## config.mk

```make
export PLATFORM = sky130hd
export DESIGN_NAME = uart_rx_os16
export DESIGN_NICKNAME = d
export VERILOG_FILES = /design/src/rtl/uart_rx_os16.sv
export SDC_FILE = /design/constraint.sdc
export NUM_CORES = 1
export LEC_CHECK = 0
export CAP_MARGIN = 15
export CORE_AREA = 2 2 145 90
export CTS_CLUSTER_DIAMETER = 80
export DETAILED_ROUTE_END_ITERATION = 8
export DIE_AREA = 0 0 147 92
export GPL_TIMING_DRIVEN = 0
export PLACE_DENSITY = 0.79
export SYNTH_ARGS = -nofsm -noshare
export SYNTH_HDL_FRONTEND = slang
export SYNTH_SLANG_ARGS = --single-unit
export TNS_END_PERCENT = 5
```

## constraint.sdc

```tcl
create_clock -name clk -period 5.24 [get_ports clk]
set_clock_uncertainty 0.2 [all_clocks]
set_input_delay 1.048 -clock clk [delete_from_list [all_inputs] [get_ports clk]]
set_output_delay 1.048 -clock clk [all_outputs]
set_load 0.005 [all_outputs]
```

## src/rtl/uart_rx_os16.sv

```systemverilog
// 16x-oversampled 8-bit UART receiver with majority-vote bit sampling and a receive FIFO.
// Define UART_RX_PARITY_EN to expect one even-parity bit after the data bits (8E1 instead of 8N1).
module uart_rx_os16 #(
  parameter int CLK_HZ     = 100_000_000,
  parameter int BAUD       = 9600,
  parameter int FIFO_DEPTH = 16
) (
  input  logic                          clk,
  input  logic                          rst,
  input  logic                          rx,
  input  logic                          rd_ready,
  output logic [7:0]                    rd_data,
  output logic                          rd_valid,
  output logic [$clog2(FIFO_DEPTH):0]   fifo_count,
  output logic                          frame_err,
  output logic                          parity_err,
  output logic                          overrun
);

  localparam int DIV = (CLK_HZ / (16 * BAUD) < 1) ? 1 : CLK_HZ / (16 * BAUD);
  localparam int DW  = (DIV > 1) ? $clog2(DIV) : 1;
  localparam int AW  = $clog2(FIFO_DEPTH);

  typedef enum logic [2:0] {
    IDLE,
    START,
    DATA,
`ifdef UART_RX_PARITY_EN
    PARITY,
`endif
    STOP,
    BREAK
  } state_t;

  state_t          state;
  logic [1:0]      sync;
  logic            rx_s;
  logic [DW-1:0]   div_cnt;
  logic [3:0]      tick_cnt;
  logic [2:0]      bit_cnt;
  logic [7:0]      shreg;
  logic            s7, s8;
  logic            tick, eval, maj;
  logic            par_bad;
  logic            push, pop, full, write;
  logic [AW-1:0]   wr_ptr, rd_ptr;
  logic [7:0]      mem [FIFO_DEPTH];

  always_ff @(posedge clk or posedge rst) begin
    if (rst) sync <= 2'b11;
    else     sync <= {sync[0], rx};
  end

  assign rx_s = sync[1];

  // Divider restarts on start detection so ticks 7..9 land near the middle of each bit.
  always_ff @(posedge clk or posedge rst) begin
    if (rst)                        div_cnt <= '0;
    else if (state == IDLE && !rx_s) div_cnt <= '0;
    else if (tick)                  div_cnt <= '0;
    else                            div_cnt <= div_cnt + 1'b1;
  end

  assign tick = (div_cnt == DW'(DIV - 1));
  assign eval = tick && (tick_cnt == 4'd9);
  assign maj  = (s7 & s8) | (s7 & rx_s) | (s8 & rx_s);

  always_ff @(posedge clk or posedge rst) begin
    if (rst) begin
      state     <= IDLE;
      tick_cnt  <= '0;
      bit_cnt   <= '0;
      shreg     <= '0;
      s7        <= 1'b1;
      s8        <= 1'b1;
      frame_err <= 1'b0;
`ifdef UART_RX_PARITY_EN
      par_bad    <= 1'b0;
      parity_err <= 1'b0;
`endif
    end else begin
      frame_err <= 1'b0;
`ifdef UART_RX_PARITY_EN
      parity_err <= 1'b0;
`endif
      if (tick && state != IDLE) begin
        tick_cnt <= tick_cnt + 1'b1;
        if (tick_cnt == 4'd7) s7 <= rx_s;
        if (tick_cnt == 4'd8) s8 <= rx_s;
      end
      case (state)
        IDLE: begin
          if (!rx_s) begin
            state    <= START;
            tick_cnt <= '0;
          end
        end
        START: begin
          if (eval) begin
            state   <= maj ? IDLE : DATA;
            bit_cnt <= '0;
          end
        end
        DATA: begin
          if (eval) begin
            shreg   <= {maj, shreg[7:1]};
            bit_cnt <= bit_cnt + 1'b1;
            if (bit_cnt == 3'd7) begin
`ifdef UART_RX_PARITY_EN
              state <= PARITY;
`else
              state <= STOP;
`endif
            end
          end
        end
`ifdef UART_RX_PARITY_EN
        PARITY: begin
          if (eval) begin
            par_bad <= maj ^ (^shreg);
            state   <= STOP;
          end
        end
`endif
        STOP: begin
          if (eval) begin
`ifdef UART_RX_PARITY_EN
            parity_err <= par_bad;
`endif
            if (!maj) begin
              frame_err <= 1'b1;
              state     <= BREAK;
            end else begin
              state <= IDLE;
            end
          end
        end
        BREAK: begin
          if (rx_s) state <= IDLE;
        end
        default: state <= IDLE;
      endcase
    end
  end

`ifndef UART_RX_PARITY_EN
  assign par_bad    = 1'b0;
  assign parity_err = 1'b0;
`endif

  assign push     = eval && (state == STOP) && maj && !par_bad;
  assign rd_valid = (fifo_count != '0);
  assign pop      = rd_valid && rd_ready;
  assign full     = (fifo_count == (AW + 1)'(FIFO_DEPTH));
  assign write    = push && (!full || pop);
  assign rd_data  = rd_valid ? mem[rd_ptr] : 8'h00;

  always_ff @(posedge clk) begin
    if (write) mem[wr_ptr] <= shreg;
  end

  // A push into a full FIFO only succeeds when the head is popped in the same cycle.
  always_ff @(posedge clk or posedge rst) begin
    if (rst) begin
      wr_ptr     <= '0;
      rd_ptr     <= '0;
      fifo_count <= '0;
      overrun    <= 1'b0;
    end else begin
      overrun <= push && full && !pop;
      if (write) wr_ptr <= wr_ptr + 1'b1;
      if (pop)   rd_ptr <= rd_ptr + 1'b1;
      case ({write, pop})
        2'b10:   fifo_count <= fifo_count + 1'b1;
        2'b01:   fifo_count <= fifo_count - 1'b1;
        default: fifo_count <= fifo_count;
      endcase
    end
  end

endmodule

```

# [After elaboration in Yosys (flattened, before gate mapping)]
# Memories as Yosys holds them, arrays and structs flattened.
# Cells that the tools add are included.
[word_totals] ff_bits=47 out_inout_bits=17 memories=1 mem_bits_rw=128
[memory_table] memory="mem" words=16 word_bits=8 read_ports=1 rd_clocked_by_memory_dff=0 wr=1 line="47" source="logic [7:0] mem [FIFO_DEPTH];"
[classes] addsub=7 n_eq_ne=18 reduce_logical=23 mux=24 bitwise_logic=5
[op_table] cell="$mux W3" n=9
[op_table] cell="$mux W10" n=2
[op_table] cell="$pmux W3 S5" n=1
[op_table] cell="$add A4 B1 Y4 const B" n=3
[op_table] cell="$mux W4" n=3
[op_table] cell="$ne A2 B2 Y1 const B" n=6
[op_table] cell="$add A10 B1 Y10 const B" n=1
[op_table] cell="$eq A10 B10 Y1 const B" n=1
[op_table] cell="$pmux W5 S2" n=1
[op_table] cell="$logic_and A1 B1 Y1" n=9
[op_table] cell="$eq A4 B4 Y1 const B" n=2
[op_table] cell="$mux W8" n=1
[op_table] cell="$eq A3 B2 Y1 const B" n=2
[op_table] cell="$eq A3 B3 Y1 const B" n=2
[op_table] cell="$pmux W3 S2" n=1
[op_table] cell="$reduce_and A2 Y1" n=3
[op_table] cell="$reduce_and A6 Y1" n=1
[op_table] cell="$add A5 B1 Y5 const B" n=1
[op_table] cell="$eq A5 B5 Y1 const B" n=1
[op_table] cell="$mux W1" n=5
[op_table] cell="$reduce_bool A5 Y1" n=1
[op_table] cell="$sub A5 B1 Y5 const B" n=1
[op_table] cell="$eq A4 B3 Y1 const B" n=1
[op_table] cell="$reduce_bool A2 Y1" n=2
[op_table] cell="12 further kinds" n=17

# [Depth between registers and ports, before layout]
[depth] depth_word=7 depth_mapped=12 depth_no_buf=11

# [Worst setup path after synthesis]
# No wires, ideal clock.
[synth_path] path_kind="flip-flop to output port" start="register rd_ptr[0]" end="output rd_data[0]" path_slack_ns=2.036 stages_incl_launch_ff=6 path_buffers=2 arrival_ns=1.956 cell_sequence="dfrtp_1 buf_2 buf_2 mux4_2 mux4_2 and2_1"
[synth_via] elab_chain_len=2
[synth_lines] element="start: declaration" line="46" source="logic [AW-1:0] wr_ptr, rd_ptr;"
[synth_lines] element="start signal: assignment" line="172" source="if (pop) rd_ptr <= rd_ptr + 1'b1;"
[synth_lines] element="$mem_v2 Z16 W8"
[synth_lines] element="$mux W8" line="156" source="assign rd_data = rd_valid ? mem[rd_ptr] : 8'h00;"
[synth_lines] element="end: declaration" line="12" source="output logic [7:0] rd_data,"
# No other way between the ends.

# [Worst setup path after layout]
[layout_path] start="register rd_ptr[1]" end="output rd_data[2]"
# The elaborated chain is that of the path after synthesis.

==> results.sh <==
export IMPL_cts_setup_buffers=0
export IMPL_start_kind="flip-flop"
export IMPL_switching_share_pct=25.2
export IMPL_worstSetupEndpointType="output port"
export IMPL_hp_class="flip-flop to flip-flop"
export IMPL_die_x_um=147
export IMPL_setup_ws_ps=650
export IMPL_fin_crit_sh_pct=87.6
export IMPL_setup_viol=0
export IMPL_placed_area_um2=7900
export IMPL_status="completed"
export IMPL_vdd_drop_max_mv=0.223
export IMPL_ys_ff_latch=175
export IMPL_wl_per_cell_um=22.5
export IMPL_maxSlewViolCount=0
export IMPL_grt_pass1_vias=3957
export IMPL_detail_route_drc_violations=0
export IMPL_rsz0062_at_grt="no"
export IMPL_antenna_left=0
export IMPL_internal_power_w=0.00258
export IMPL_wirelength_mm=14.7
export IMPL_clk_insertion_delay_late_ps=420
export IMPL_grt_max_degree=38
export IMPL_min_period_ps=4590
export IMPL_finalSetupTns_ps=0
export IMPL_grt_usage_pct=23.7
export IMPL_clockRootBuffer="clkbuf_16"
export IMPL_initial_core_util_pct=59.8
export IMPL_vias=3952
export IMPL_synth_edf_count=128
export IMPL_fp_dieArea_um2=13500
export IMPL_fmax_mhz=218
export IMPL_htree_levels=4
export IMPL_die_h_um=92
export IMPL_crit_slowest_cell="clkbuf_1"
export IMPL_post_cts_resized=0
export IMPL_cpLargestDelayFamily="buffers and inverters"
export IMPL_yosysTopAreaCellShare_pct=51.8
export IMPL_fin_nets=489
export IMPL_worstMarginPinSlew_ps=908
export IMPL_path_class="flip-flop to output port"
export IMPL_cts_sinks=175
export IMPL_hold_ws_ps=157
export IMPL_holdBufCountCts=0
export IMPL_max_cap_violations=0
export IMPL_seqPwrFrac_pct=44.7
export IMPL_cts_tree="built"
export IMPL_io_pins=21
export IMPL_yosys_warnings=0
export IMPL_final_cell_area_um2=8530
export IMPL_drt_vias_per_instance=6.06
export IMPL_rows=32
export IMPL_dr_pass1_iters=5
export IMPL_hold_viol=0
export IMPL_grt_pass1_wl_mm=22.9
export IMPL_synthToLayoutAreaGrowth_pct=14.9
export IMPL_pwr_share_comb_pct=16.2
export IMPL_power_density_nw_per_um2=404
export IMPL_yosysMostFrequentCell="edfxtp_1"
export IMPL_avgSynthCellArea_um2=17.4
export IMPL_critPathMaxFanout=10
export IMPL_arrival_ps=3340
export IMPL_ys_seq_area_share_pct=67.7
export IMPL_antenna_cells=0
export IMPL_core_area_um2=12400
export IMPL_dpl_hpwl_mm=9.49
export IMPL_synthTopCellsByCount="edfxtp_1, dfrtp_1, mux4_2, nor2_1"
export IMPL_slew_headroom_pct=39.4
export IMPL_pre_cts_slack_ps=1160
export IMPL_switchingPower_w=0.000868
export IMPL_syn_area_um2=7420
export IMPL_cts_clk_slew_worst_paths_ps=70
export IMPL_p_leak_nw=3.41
export IMPL_drtIter0Drc=312
export IMPL_cp_cell_sequence="clkbuf_1, clkbuf_1, mux4_2, mux4_2, and2_1, clkdlybuf4s50_1"
export IMPL_async_reset_ff_share_pct=26.9
export IMPL_cts_buffers=17
export IMPL_antenna_found_initial=0
export IMPL_synth_main_ff_cell="edfxtp_1"
export IMPL_cp_required_ps=3990
export IMPL_gp_congestion=0.841
export IMPL_synth_area_leader_cell="edfxtp_1"
export IMPL_syn_inst=426
export IMPL_synthTopCellsByArea="edfxtp_1, dfrtp_1, mux4_2"
export IMPL_crit_buf_inv=3
export IMPL_ys_types=51
export IMPL_io_buffer_count=19
export IMPL_drive_above_1_share_pct=23.4
export IMPL_grt_overflow=0
export IMPL_final_core_util_pct=68.7
export IMPL_pwr_share_clk_pct=39.1
export IMPL_clockBufferDepth=2
export IMPL_max_stage_delay_ps=620
export IMPL_syn_nets=446
==> worst register-to-register path: cells and delay by family (launching register included) <==
kind | cells | cell delay (ps)
AOI/OAI and AO/OA | 3 | 780
muxes | 1 | 230
xor gates and xnor gates | 1 | 140
DFF | 1 | 410
buffers and inverters | 2 | 260
and+or+nand+nor | 2 | 750
adders and majority gates | 2 | 540
==> power by group through the flow <==
stage,Combinational [W],Sequential (W),Clock (W)
floorplan,0.000406,0.00156,0
global placement,0.000543,0.00157,0
CTS,0.000570,0.00154,0.00136
detailed placement,0.000563,0.00157,0
global route,0.000618,0.00155,0.00141
finish,0.000559,0.00154,0.00135
==> area by class of cell <==
class	instances	area, um^2
Fill cell	791	3880
Clock inverter	15	204
Multi-Input combinational cell	216	2280
Clock buffer	17	425
Buffer	18	83.8
Inverter	17	63.8
Sequential cell	175	5020
Tap cell	170	213
Timing Repair Buffer	24	240
==> cell families after synthesis <==
logic type      share of synthesized area (%)
compound gates                           1.74
fa+ha+maj                                2.93
mux                                      14.9
buf+inv                                  1.99
simple gates                             8.36
flops                                    67.7
other cells                            0.0505
xor+xnor                                 2.36
==> cell usage in the layout, fill, tap and decap left out, drive strengths merged, types with 6 or more instances in the layout <==
cell / synthesis / layout
buf: 8 / 13
nand2: 15 / 15
clkbuf: 10 / 27
nor4: 7 / 7
mux2: 13 / 13
ha: 15 / 15
inv: 17 / 23
and2: 17 / 17
clkdlybuf4s50: 0 / 19
xnor2: 14 / 14
edfxtp: 128 / 128
nor2: 27 / 27
dfrtp: 43 / 43
mux4: 40 / 40
xor2: 6 / 6
nor3: 6 / 6
==> registers in the layout (all words and copies together) (netlist names), 4 cells and up <==
register	count
wr_ptr	4
shreg	8
fifo_count	5
tick_cnt	4
mem	128
div_cnt	10
rd_ptr	4
==> metal layers <==
metal / share of wire (%) / global-route usage [%] / up-vias
li1: - / - / 1728
met1: 44 / 34.5 / 2063
met2: 48 / 36.6 / 144
met3: 6.6 / 6.17 / 17
met4: 1.3 / 6.01 / 0
met5: 0 / 0 / -
==> stage by stage <==
| stage | instances | total power, W |
|---|---|---|
| 2_1_floorplan | 426 | 0.00197 |
| 3_3_place_gp | 615 | 0.00211 |
| 3_5_place_dp | 620 | 0.00213 |
| 4_1_cts | 652 | 0.00348 |
| 5_1_grt | 652 | 0.00358 |
| 6_report | 652 | 0.00345 |
==> worst paths after layout <==
path                             start             to  slack, ps  depth (start not counted)
setup / recovery             rd_ptr[1]     rd_data[2]        650                          6
hold / removal                 sync[0]        sync[1]        160                          0
setup reg to reg           tick_cnt[1]  fifo_count[4]       1860                         11
hold reg to reg                sync[0]        sync[1]        160                          0
max in group asynchronous          rst             s7       3630                          3
min in group asynchronous          rst  fifo_count[4]        680                          2
Note: power is estimated with default switching activity, not from simulation.
